===== config.mk =====
export PLATFORM = sky130hd
export DESIGN_NAME = cm42_sel_monitor
export DESIGN_NICKNAME = d
export VERILOG_FILES = /design/src/rtl/cm42_sel_monitor.sv
export SDC_FILE = /design/constraint.sdc
export NUM_CORES = 1
export LEC_CHECK = 0
export CORE_ASPECT_RATIO = 0.7
export CORE_UTILIZATION = 62
export DETAILED_ROUTE_END_ITERATION = 10
export GPL_TIMING_DRIVEN = 0
export PLACE_DENSITY_LB_ADDON = 0.12
export SYNTH_ARGS = -nofsm -noshare
export SYNTH_HDL_FRONTEND = slang
export SYNTH_SLANG_ARGS = --single-unit

===== constraint.sdc =====
create_clock -name clk_pad -period 16.4 [get_ports clk_pad]
set_clock_uncertainty 0.2 [all_clocks]
set_input_delay 2.46 -clock clk_pad [delete_from_list [all_inputs] [get_ports clk_pad]]
set_output_delay 2.46 -clock clk_pad [all_outputs]
set_load 0.05 [all_outputs]

===== src/rtl/cm42_sel_monitor.sv =====
// cm42_sel_monitor
//   Watches the ten active-low select lines of a CM42 4-to-10 decoder, checks
//   that at most one line is low, re-encodes the active line to a 4-bit index
//   and queues one event per change through a small FIFO with a valid/ready
//   output handshake. Saturating counters record malformed patterns and
//   events lost because the FIFO was full.
//
// Ports
//   clk_pad        in   clock, rising edge
//   rst_pad        in   synchronous active-high reset
//   sel_n_pad      in   [9:0] decoder outputs, active low (bit 0 = e_pad)
//   out_valid_pad  out  event available at FIFO head
//   out_ready_pad  in   consumer accepts the head event
//   out_idx_pad    out  [3:0] head index 0..9, 4'hF for an error event
//   out_err_pad    out  head event is malformed
//   err_cnt_pad    out  [CNT_W-1:0] error events detected, saturating
//   drop_cnt_pad   out  [CNT_W-1:0] events lost to a full FIFO, saturating
module cm42_sel_monitor #(
  parameter int DEPTH = 4,
  parameter int CNT_W = 8
) (
  input  logic             clk_pad,
  input  logic             rst_pad,
  input  logic [9:0]       sel_n_pad,
  output logic             out_valid_pad,
  input  logic             out_ready_pad,
  output logic [3:0]       out_idx_pad,
  output logic             out_err_pad,
  output logic [CNT_W-1:0] err_cnt_pad,
  output logic [CNT_W-1:0] drop_cnt_pad
);

  localparam int PTR_W = $clog2(DEPTH);
  localparam int OCC_W = PTR_W + 1;

  function automatic logic [CNT_W-1:0] sat_inc(input logic [CNT_W-1:0] v,
                                               input logic             en);
    if (en && (v != {CNT_W{1'b1}})) begin
      return v + CNT_W'(1);
    end
    return v;
  endfunction

  logic [9:0]       s1_q, s1_d;
  logic [9:0]       prev_q, prev_d;
  logic [PTR_W-1:0] wr_ptr_q, wr_ptr_d;
  logic [PTR_W-1:0] rd_ptr_q, rd_ptr_d;
  logic [OCC_W-1:0] occ_q, occ_d;
  logic [CNT_W-1:0] err_cnt_q, err_cnt_d;
  logic [CNT_W-1:0] drop_cnt_q, drop_cnt_d;

  // FIFO storage: {err, idx}; data only, never reset.
  logic [4:0]       mem_q [DEPTH];

  logic [3:0]       zero_cnt;
  logic [3:0]       hit_idx;
  logic             ev_valid;
  logic             ev_err;
  logic [4:0]       ev_data;
  logic             fifo_full;
  logic             fifo_nempty;
  logic             pop;
  logic             push;
  logic             drop;
  logic [4:0]       head;

  // Stage S1 classification: count low lines; with exactly one low line the
  // last index recorded in the loop is that line.
  always_comb begin
    zero_cnt = '0;
    hit_idx  = '0;
    for (int i = 0; i < 10; i++) begin
      if (!s1_q[i]) begin
        zero_cnt = zero_cnt + 4'd1;
        hit_idx  = 4'(i);
      end
    end
    ev_err   = (zero_cnt >= 4'd2);
    ev_valid = (s1_q != prev_q) && (zero_cnt != 4'd0);
    ev_data  = ev_err ? {1'b1, 4'hF} : {1'b0, hit_idx};
  end

  // Push/pop decision stage. A pop frees a slot in the same edge, so a full
  // FIFO still accepts an event when the consumer is draining it.
  always_comb begin
    fifo_full   = (occ_q == OCC_W'(DEPTH));
    fifo_nempty = (occ_q != '0);
    pop         = fifo_nempty && out_ready_pad;
    push        = ev_valid && (!fifo_full || pop);
    drop        = ev_valid && fifo_full && !pop;

    s1_d       = sel_n_pad;
    prev_d     = s1_q;
    wr_ptr_d   = push ? wr_ptr_q + PTR_W'(1) : wr_ptr_q;
    rd_ptr_d   = pop  ? rd_ptr_q + PTR_W'(1) : rd_ptr_q;
    occ_d      = occ_q;
    case ({push, pop})
      2'b10:   occ_d = occ_q + OCC_W'(1);
      2'b01:   occ_d = occ_q - OCC_W'(1);
      default: occ_d = occ_q;
    endcase
    err_cnt_d  = sat_inc(err_cnt_q, ev_valid && ev_err);
    drop_cnt_d = sat_inc(drop_cnt_q, drop);
  end

  always_ff @(posedge clk_pad) begin
    if (rst_pad) begin
      s1_q       <= 10'h3FF;
      prev_q     <= 10'h3FF;
      wr_ptr_q   <= '0;
      rd_ptr_q   <= '0;
      occ_q      <= '0;
      err_cnt_q  <= '0;
      drop_cnt_q <= '0;
    end else begin
      s1_q       <= s1_d;
      prev_q     <= prev_d;
      wr_ptr_q   <= wr_ptr_d;
      rd_ptr_q   <= rd_ptr_d;
      occ_q      <= occ_d;
      err_cnt_q  <= err_cnt_d;
      drop_cnt_q <= drop_cnt_d;
    end
  end

  always_ff @(posedge clk_pad) begin
    if (push && !rst_pad) begin
      mem_q[wr_ptr_q] <= ev_data;
    end
  end

  // Output stage: head is shown only while valid, otherwise held at zero.
  always_comb begin
    head          = mem_q[rd_ptr_q];
    out_valid_pad = fifo_nempty;
    out_idx_pad   = fifo_nempty ? head[3:0] : 4'h0;
    out_err_pad   = fifo_nempty ? head[4]   : 1'b0;
    err_cnt_pad   = err_cnt_q;
    drop_cnt_pad  = drop_cnt_q;
  end

endmodule

==> flow_summary.json <==
{
  "setup_viol": 0,
  "dp_hpwl_mm": 5.344,
  "avgRoutedWirePerCell_um": 15.81,
  "regToRegEndpoint": "occ_q[2]",
  "grt_use_total_pct": 27.19,
  "die_width_um": 93.69,
  "path_buf_inv": 5,
  "synth_top_area_cell": "dfxtp_1",
  "synth_commonest_cells": "dfxtp_1, nor2_1, edfxtp_1, or2_2, xnor2_1",
  "clk_pin_slew_ps": 70,
  "critPathMaxFanout": 10,
  "cts_buffers": 9,
  "total_power_mw": 0.6072,
  "r2r_cells": 37,
  "yosysMostFrequentCell": "dfxtp_1",
  "io_buffers": 32,
  "synth_seq_area_share_pct": 41.15,
  "clockBufferDepth": 2,
  "hold_viol_final": 0,
  "h-tree-depth": 3,
  "worst_pin_slew_ps": 1005,
  "synth_cells": 365,
  "cts_tree": "built",
  "critical-path-top-delay-family": "adder cells",
  "antenna_found_initial": 0,
  "p_int_mw": 0.3705,
  "reg2reg_slack_ps": 8340,
  "area_delta_synth_final_pct": 16.50,
  "cts.sinks": 65,
  "drive_above_1_share_pct": 13.80,
  "die_y_um": 66.18,
  "cpMostUsedCell": "ha_1",
  "cts_root_buffer": "clkbuf_8",
  "post-place-ws_ps": 8521,
  "ir_worst_vdd_uv": 93.12,
  "synth_warnings": 0,
  "cts_hold_buf": 0,
  "min_period_ps": 8055,
  "critPathLaunchType": "flip-flop",
  "min_period_over_period_pct": 49.12,
  "end_kind": "flip-flop",
  "place_congestion": 0.8642,
  "critPathMaxStageDelay_ps": 560,
  "drv_slew": 0,
  "post-cts-setup-buffers": 0,
  "yosys.area.top_type_share_pct": 24.69,
  "powerDensity_mw_per_mm2": 142.9,
  "cts_resized": 0,
  "antenna_left": 0,
  "avgSynthCellArea_um2": 9.996,
  "synth_edf_count": 20,
  "r2r-start": "prev_d[0]",
  "tns_ps": 0,
  "drt_first_pass_iters": 4,
  "synth_top_family_by_area": "simple AND/OR/NAND/NOR gates",
  "status": "completed",
  "yosys-top-cells-area": "dfxtp_1, edfxtp_1, ha_1, xnor2_1, or2_2",
  "rsz0062_at_grt": "false",
  "synth.cell_area_mm2": 0.003648,
  "pwr-share-seq_pct": 35.1,
  "synthMuxAreaShare_pct": 6.824,
  "power_leakage_nw": 1.636,
  "ys_seq_elements": 65,
  "max_clock_freq_mhz": 124.1,
  "holdPathStages": 2,
  "fp-row-count": 22,
  "wirelength_mm": 7.668,
  "maxCapViolations": 0,
  "grt_max_degree": 13,
  "synthFlopType": "dfxtp_1",
  "routed-via-count": 2803,
  "synth_cell_type_count": 58,
  "grt_overflow": 0,
  "clkLatencyLatePin_ps": 340,
  "grt_pass1_wl_mm": 12.58,
  "syn-num-nets": 394,
  "fill_cells": 381,
  "worstSetupPathType": "flip-flop to flip-flop",
  "dieArea_mm2": 0.006200,
  "relSlewSlack_pct": 32.47,
  "drt-initial-drc-count": 176,
  "pwr-share-clk_pct": 21.3,
  "first_global_vias": 2656,
  "synth-simple-area-share_pct": 22.02,
  "fin_nets": 437,
  "worst_ep_required_time_ps": 16400,
  "drc": 0,
  "synth-compound-area-share_pct": 8.402,
  "hold_path.class": "flip-flop to flip-flop",
  "min_to": "err_cnt_pad[4]",
  "core_area_mm2": 0.005450,
  "async_reset_ff_share_pct": 0,
  "synthAdderAreaFrac_pct": 5.693,
  "hp-start": "err_cnt_pad[4]",
  "setup_slack_ps": 8345,
  "arrival_ps": 8060,
  "antenna_cells": 0,
  "swShare_pct": 38.99,
  "vias_per_cell": 5.779,
  "ios": 35,
  "initial_core_util_pct": 66.94,
  "crit_slowest_cell": "a211oi_1",
  "comb_power_share_pct": 43.6,
  "switching_power_mw": 0.2367,
  "synthXorXnorAreaFrac_pct": 11.69
}
-- power by group through the flow --
stage	clock, mW	combinational, mW	sequential, mW
floorplan	0	0.188	0.221
global placement	0	0.253	0.214
detailed placement	0	0.260	0.216
CTS	0.131	0.265	0.213
global route	0.138	0.287	0.216
finish	0.129	0.265	0.213
-- cell usage in the layout, fill, tap and decap left out, types with 12 or more instances in the layout --
cell	instances
xnor2_1	19
ha_1	15
nand3_1	13
a21oi_1	12
nor2b_1	13
or2_2	20
inv_1	18
clkbuf_1	16
nand2_1	17
dfxtp_1	45
clkdlybuf4s50_1	32
edfxtp_1	20
nor2_1	30
-- sequential cells by signal, summed over array words and instances, names as in the netlist, named ones only --
signal,count
prev_q,10
rd_ptr_q,2
drop_cnt_pad,8
mem_q,20
wr_ptr_q,2
err_cnt_pad,8
occ_q,3
prev_d,10
-- cell families after synthesis --
| logic type | Yosys count |
|---|---|
| adder cells (fa/ha/maj) | 16 |
| XOR/XNOR | 38 |
| buffers and inverters | 38 |
| AO/OA/AOI/OAI | 46 |
| flip-flops | 65 |
| multiplexers | 17 |
| AND/OR/NAND/NOR | 145 |
-- area by class of cell --
| class | instances | area (um^2) | area share, % |
|---|---|---|---|
| plain buffers | 20 | 86.33 | 2.031 |
| clock buffers | 12 | 166.4 | 3.915 |
| clock inverters | 4 | 25.02 | 0.5888 |
| inverters | 18 | 67.56 | 1.590 |
| multi-input cells | 262 | 1993 | 46.89 |
| flip-flops and latches | 65 | 1501 | 35.33 |
| well taps | 72 | 90.09 | 2.120 |
| repair buffers | 32 | 320.3 | 7.536 |
-- worst min-delay path: cells and delay by family (launching register included) --
kind / cells / cell delay (ps)
flops: 1 / 340
compound gates: 2 / 130
-- worst max-delay path by stage --
stage	startpoint	endpoint	slack [ps]	depth (start not counted)
after floorplan	prev_d[0]	occ_q[2]	9550	37
after global placement	prev_d[0]	occ_q[2]	8750	37
after detailed placement	prev_d[0]	occ_q[2]	8520	37
after CTS	prev_d[0]	occ_q[2]	8440	37
after global routing	prev_d[0]	occ_q[2]	7760	37
final	prev_d[0]	occ_q[2]	8340	37
-- metrics by stage --
stage	hold slack [ps]	cell area [um^2]	utilization (%)	std cells
floorplan	284.7	3649	-	365
global placement	289.8	4059	74.47	469
detailed placement	295.8	4059	74.47	469
CTS	315.2	4250	77.98	485
global route	342.6	4250	77.98	485
finish	313.6	4250	77.98	485
-- routing by layer --
layer  global-route usage, %  share of wire [%]
met4                   8.846                2.2
met5                       0                  0
met3                   7.011                6.2
met2                   43.98                 45
met1                   35.76                 46
Note: power is estimated with default switching activity, not from simulation.
